## config.mk

```make
export PLATFORM = sky130hd
export DESIGN_NAME = mem_arbiter
export DESIGN_NICKNAME = d
export VERILOG_FILES = /design/src/rtl/mem_arbiter_pkg.sv /design/src/rtl/mem_arbiter_req_reg.sv /design/src/rtl/mem_arbiter.sv
export SDC_FILE = /design/constraint.sdc
export NUM_CORES = 1
export LEC_CHECK = 0
export CORE_ASPECT_RATIO = 0.5
export CORE_MARGIN = 3
export CORE_UTILIZATION = 41
export CTS_CLUSTER_SIZE = 24
export DETAILED_ROUTE_END_ITERATION = 8
export HOLD_SLACK_MARGIN = 0.1
export PLACE_DENSITY = 0.85
export SYNTH_ARGS = -nofsm -noshare
export SYNTH_HDL_FRONTEND = slang
export SYNTH_SLANG_ARGS = --single-unit
```

## constraint.sdc

```tcl
create_clock -name clk -period 1.8 [get_ports clk]
set_input_delay 0.36 -clock clk [delete_from_list [all_inputs] [get_ports clk]]
set_output_delay 0.36 -clock clk [all_outputs]
set_load 0.01 [all_outputs]
```

## src/rtl/mem_arbiter_pkg.sv

```systemverilog
// Shared definitions for the fetch/mem-stage memory arbiter: FSM state
// encoding, transaction owner codes and the owner-selection helper.
package mem_arbiter_pkg;

    typedef enum logic [1:0] {
        ST_IDLE = 2'd0,
        ST_REQ  = 2'd1,
        ST_RESP = 2'd2
    } state_t;

    localparam logic OWN_INST = 1'b0;
    localparam logic OWN_DATA = 1'b1;

    // When both stages are waiting, the priority parameter decides who goes first.
    function automatic logic pick_owner(input logic need_i,
                                        input logic need_d,
                                        input logic data_first);
        logic owner;
        owner = OWN_INST;
        if (need_i && need_d) begin
            owner = data_first ? OWN_DATA : OWN_INST;
        end else if (need_d) begin
            owner = OWN_DATA;
        end
        return owner;
    endfunction

endpackage

```

## src/rtl/mem_arbiter_req_reg.sv

```systemverilog
// Holding register for the fields of the request currently presented to
// memory; loaded once per transaction so the fields stay stable until ack.
module mem_req_reg #(
    parameter int AW = 32,
    parameter int DW = 32
) (
    input  logic            i_clk,
    input  logic            i_rst_n,
    input  logic            i_load,
    input  logic            i_we,
    input  logic [DW/8-1:0] i_be,
    input  logic [AW-1:0]   i_addr,
    input  logic [DW-1:0]   i_wdata,
    output logic            o_we,
    output logic [DW/8-1:0] o_be,
    output logic [AW-1:0]   o_addr,
    output logic [DW-1:0]   o_wdata
);

    logic            r_we;
    logic [DW/8-1:0] r_be;
    logic [AW-1:0]   r_addr;
    logic [DW-1:0]   r_wdata;

    always_ff @(posedge i_clk or negedge i_rst_n) begin
        if (!i_rst_n) begin
            r_we    <= 1'b0;
            r_be    <= '0;
            r_addr  <= '0;
            r_wdata <= '0;
        end else if (i_load) begin
            r_we    <= i_we;
            r_be    <= i_be;
            r_addr  <= i_addr;
            r_wdata <= i_wdata;
        end
    end

    assign o_we    = r_we;
    assign o_be    = r_be;
    assign o_addr  = r_addr;
    assign o_wdata = r_wdata;

endmodule

```

## src/rtl/mem_arbiter.sv

```systemverilog
// Shares one memory port between instruction fetch and the mem stage,
// one transaction at a time, stalling the pipeline until both are served.
module mem_arbiter
    import mem_arbiter_pkg::*;
#(
    parameter int AW         = 32,
    parameter int DW         = 32,
    parameter bit DATA_FIRST = 1'b1
) (
    input  logic            clk,
    input  logic            rst,
    input  logic            inst_req,
    input  logic [AW-1:0]   inst_addr,
    output logic [DW-1:0]   inst_rdata,
    input  logic            data_req,
    input  logic            data_we,
    input  logic [DW/8-1:0] data_be,
    input  logic [AW-1:0]   data_addr,
    input  logic [DW-1:0]   data_wdata,
    output logic [DW-1:0]   data_rdata,
    output logic            stall,
    output logic            mem_req,
    output logic            mem_we,
    output logic [DW/8-1:0] mem_be,
    output logic [AW-1:0]   mem_addr,
    output logic [DW-1:0]   mem_wdata,
    input  logic            mem_ack,
    input  logic            mem_rvalid,
    input  logic [DW-1:0]   mem_rdata
);

    state_t          r_state;
    logic            r_owner;
    logic            r_mem_req;
    logic            r_inst_done;
    logic            r_data_done;
    logic [DW-1:0]   r_inst_rdata;
    logic [DW-1:0]   r_data_rdata;

    logic            w_need_i;
    logic            w_need_d;
    logic            w_stall;
    logic            w_issue;
    logic            w_sel_owner;
    logic            w_resp;
    logic            w_ld_we;
    logic [DW/8-1:0] w_ld_be;
    logic [AW-1:0]   w_ld_addr;
    logic [DW-1:0]   w_ld_wdata;
    logic            w_mem_we;

    assign w_need_i    = inst_req & ~r_inst_done;
    assign w_need_d    = data_req & ~r_data_done;
    // Stall is forced low while reset is held so the pipeline is not frozen.
    assign w_stall     = rst & (w_need_i | w_need_d);
    assign w_issue     = (r_state == ST_IDLE) & (w_need_i | w_need_d);
    assign w_sel_owner = pick_owner(w_need_i, w_need_d, DATA_FIRST);
    assign w_resp      = (r_state == ST_RESP) & mem_rvalid;

    // Reads (fetches and loads) always use full byte enables.
    always_comb begin
        w_ld_we    = 1'b0;
        w_ld_be    = '1;
        w_ld_addr  = inst_addr;
        w_ld_wdata = '0;
        if (w_sel_owner == OWN_DATA) begin
            w_ld_we    = data_we;
            w_ld_be    = data_we ? data_be : '1;
            w_ld_addr  = data_addr;
            w_ld_wdata = data_wdata;
        end
    end

    mem_req_reg #(
        .AW (AW),
        .DW (DW)
    ) u_req_reg (
        .i_clk   (clk),
        .i_rst_n (rst),
        .i_load  (w_issue),
        .i_we    (w_ld_we),
        .i_be    (w_ld_be),
        .i_addr  (w_ld_addr),
        .i_wdata (w_ld_wdata),
        .o_we    (w_mem_we),
        .o_be    (mem_be),
        .o_addr  (mem_addr),
        .o_wdata (mem_wdata)
    );

    always_ff @(posedge clk or negedge rst) begin
        if (!rst) begin
            r_state   <= ST_IDLE;
            r_owner   <= OWN_INST;
            r_mem_req <= 1'b0;
        end else begin
            case (r_state)
                ST_IDLE: begin
                    if (w_issue) begin
                        r_owner   <= w_sel_owner;
                        r_mem_req <= 1'b1;
                        r_state   <= ST_REQ;
                    end
                end
                ST_REQ: begin
                    if (mem_ack) begin
                        r_mem_req <= 1'b0;
                        r_state   <= ST_RESP;
                    end
                end
                ST_RESP: begin
                    if (mem_rvalid) begin
                        r_state <= ST_IDLE;
                    end
                end
                default: begin
                    r_state   <= ST_IDLE;
                    r_mem_req <= 1'b0;
                end
            endcase
        end
    end

    // Done flags: an unstalled edge means the pipeline advances, so forget them.
    always_ff @(posedge clk or negedge rst) begin
        if (!rst) begin
            r_inst_done <= 1'b0;
            r_data_done <= 1'b0;
        end else if (!w_stall) begin
            r_inst_done <= 1'b0;
            r_data_done <= 1'b0;
        end else if (w_resp) begin
            if (r_owner == OWN_INST) begin
                r_inst_done <= 1'b1;
            end else begin
                r_data_done <= 1'b1;
            end
        end
    end

    always_ff @(posedge clk or negedge rst) begin
        if (!rst) begin
            r_inst_rdata <= '0;
            r_data_rdata <= '0;
        end else if (w_resp) begin
            if (r_owner == OWN_INST) begin
                r_inst_rdata <= mem_rdata;
            end else if (!w_mem_we) begin
                r_data_rdata <= mem_rdata;
            end
        end
    end

    assign stall      = w_stall;
    assign mem_req    = r_mem_req;
    assign mem_we     = w_mem_we;
    assign inst_rdata = r_inst_rdata;
    assign data_rdata = r_data_rdata;

endmodule

```

==> run summary <==
vias in the first global route: 4594
portion of the clock cycle consumed by the worst path in the final layout: 97.3%
number of iterations in the first detailed-routing pass: 4
transition time of the tightest slew-check pin: 719 ps
FMAX: 0.571 GHz
largest cells by area after synthesis: dfrtp_1, mux2_4, mux2_2
number of sinks on the clock net: 139
# hold bufs at CTS: 0
placed cell area: 8830 µm²
Routed WL per cell: 19.1 µm
hpwl dp: 11.5 mm
drc violations: 0
EDFF count, synth: 0
crit start category: flip-flop
Ant. Diodes: 0
number of buffers and inverters on the critical path: 2
H-tree depth reported by CTS: 4
width of the die: 175 µm
synthesized instance count: 355
total standard cell area after synthesis: 5830 µm²
effective utilization at floorplan: 42.4%
via total after detailed routing: 4123
fraction of registers with async set or reset after synthesis: 100%
total global-route track usage: 20.7%
count leader, synth: dfrtp_1
row count: 30
number of distinct standard cells referenced by the synthesized netlist: 25
worst clock skew: 8.61 ps
Power, Total: 16300 µW
share of final-layout standard cells stronger than drive strength 1: 28.3%
clock input transition at the sequential cells of the worst setup and hold paths: 60 ps
Routed WL: 16.1 mm
die height: 90.3 µm
maximum number of pins on one net before global-route repair: 140
Synth-to-Final Area Change: 62.4%
Leakage: 0.00414 µW
Post-synth top flop: dfrtp_1
Yosys top cell by area: dfrtp_1
I/O pin total: 274
critical-path cell list: nor2b_4 > o21ai_2 > inv_1 > clkdlybuf4s15_1
number of nets with antenna violations after routing: 0
result of the run: finished clean
fin. max-slew vios: 0
number of buffers inserted by port buffering: 273
area of the die: 15800 µm²
number of nets in the layout: 779
CP required: 1440 ps
CTS tree: built
part of the Yosys area used for sequential elements: 59.7%
Peak supply drop: 0.852 mV
Top delay family on crit path: flip-flops
list of most frequent post-synthesis cells: dfrtp_1, mux2_2, mux2_4, a22o_1, buf_6
initial antenna violation count: 0
worst min-delay path class: in2async
crit end category: primary output
Slowest-stage cell, CP: dfrtp_2
arrival time at the worst endpoint: 1390 ps
drt via density: 4.88
Pwr per Cell Area: 1720 nW/µm²
crit-path max cell delay: 470 ps
pre-CTS worst setup slack: -319 ps
Final Hold Viols: 0
Mapped Avg Cell Area: 16.4 µm²
total congestion overflow after global routing: 0
type of the setup path with the least slack: reg2out
number of warnings issued by yosys: 0
clock latency on the worst-skew pair: 410 ps
fraction of post-synthesis cell area in the top cell type by area: 59.7%
worst slew margin relative to its limit: 52.0%
post-CTS setup-driven buffer insertion count: 0
Hold Worst Slack: 93.0 ps
DRC violation total after the first TritonRoute iteration: 167
clock buffers created by TritonCTS: 17
core area: 13700 µm²
minimum clock period: 1750 ps
maximum net fanout on the critical path: 4
final estimated routing congestion in global placement: 0.793
PnR worst setup slack: 49.3 ps
CTS max path bufs: 2
fin area: 9460 µm²
net count after synthesis: 494
number of maximum-capacitance constraint violations: 0
wire length of the first global-routing pass: 25.7 mm
#FFs+latches synth: 139
summed negative setup slack over all endpoints: 0 ps
clock root cell: clkbuf_16
setup violators final: 0
## cells in the final DEF (no fill, tap or decap), types with 2 or more instances in the layout
cell / instances
clkinv_4: 3
clkinvlp_4: 3
clkdlybuf4s50_1: 270
mux2_4: 60
clkbuf_16: 17
bufinv_16: 3
o21ai_2: 2
nor2_1: 4
nand2_1: 5
mux2_2: 67
o21ai_0: 3
o22a_1: 4
dfrtp_1: 138
buf_12: 7
inv_1: 3
inv_6: 4
a22o_1: 32
buf_4: 9
## metrics by stage
stage	util, %	std cells
CTS	68.8	845
global route	68.9	845
finish	68.9	845
floorplan	-	355
detailed placement	64.3	813
global placement	64.3	813
## what timing repair did
action	4_1_cts	5_1_grt
resized for setup	4	5
setup endpoints to repair	1	2
pin swaps	1	0
hold endpoints to repair	0	0
## cell type report
type | count | area, µm²
clock buffer | 17 | 425
clock inverter | 15 | 190
fill | 928 | 4280
inverter | 3 | 11.3
multi-input combinational | 190 | 2170
sequential | 139 | 3480
tap | 192 | 240
timing repair buffer | 289 | 2940
## power breakdown
| group | leakage (µW) | switching, µW | internal (µW) |
|---|---|---|---|
| Combinational | 0.00214 | 2650 | 4540 |
| Clock | 0.000293 | 1440 | 2210 |
| Sequential | 0.00170 | 859 | 4600 |
| Total | 0.00414 | 4950 | 11400 |
## worst register-to-register path: cells and delay by family, from the launching register on
family                 cells  cell delay (ps)
flip-flops                 1              470
buffers and inverters      2              350
multiplexers               1              350
AO/OA/AOI/OAI              1              200
AND/OR/NAND/NOR            1              150
## metal layers
layer	part of all wire (%)	up-vias	global-route usage [%]
met4	3.2	0	8.75
met2	55	127	38.3
met3	3.9	37	4.37
met1	38	2104	23.1
met5	0	-	0
li1	-	1855	-
## final timing paths
check                                  endpoint  slack (ps)  cells after the start            from
max                                       stall          50                      4     r_data_done
min                               inst_rdata[4]          90                      2             rst
max reg2reg                u_req_reg.o_addr[31]         160                      5     r_data_done
min reg2reg                      data_rdata[30]         490                      1  data_rdata[30]
max in group asynchronous           r_data_done        1180                      2             rst
min in group clk                    r_data_done         280                      4             rst
## cells by family after synthesis
family / Yosys count / share of synthesized area [%]
buffers and inverters: 26 / 3.41
and+or+nand+nor: 18 / 2.10
AOI/OAI and AO/OA: 44 / 6.18
muxes: 128 / 28.6
DFF: 139 / 59.7
Power figures use the tool's default switching activity.
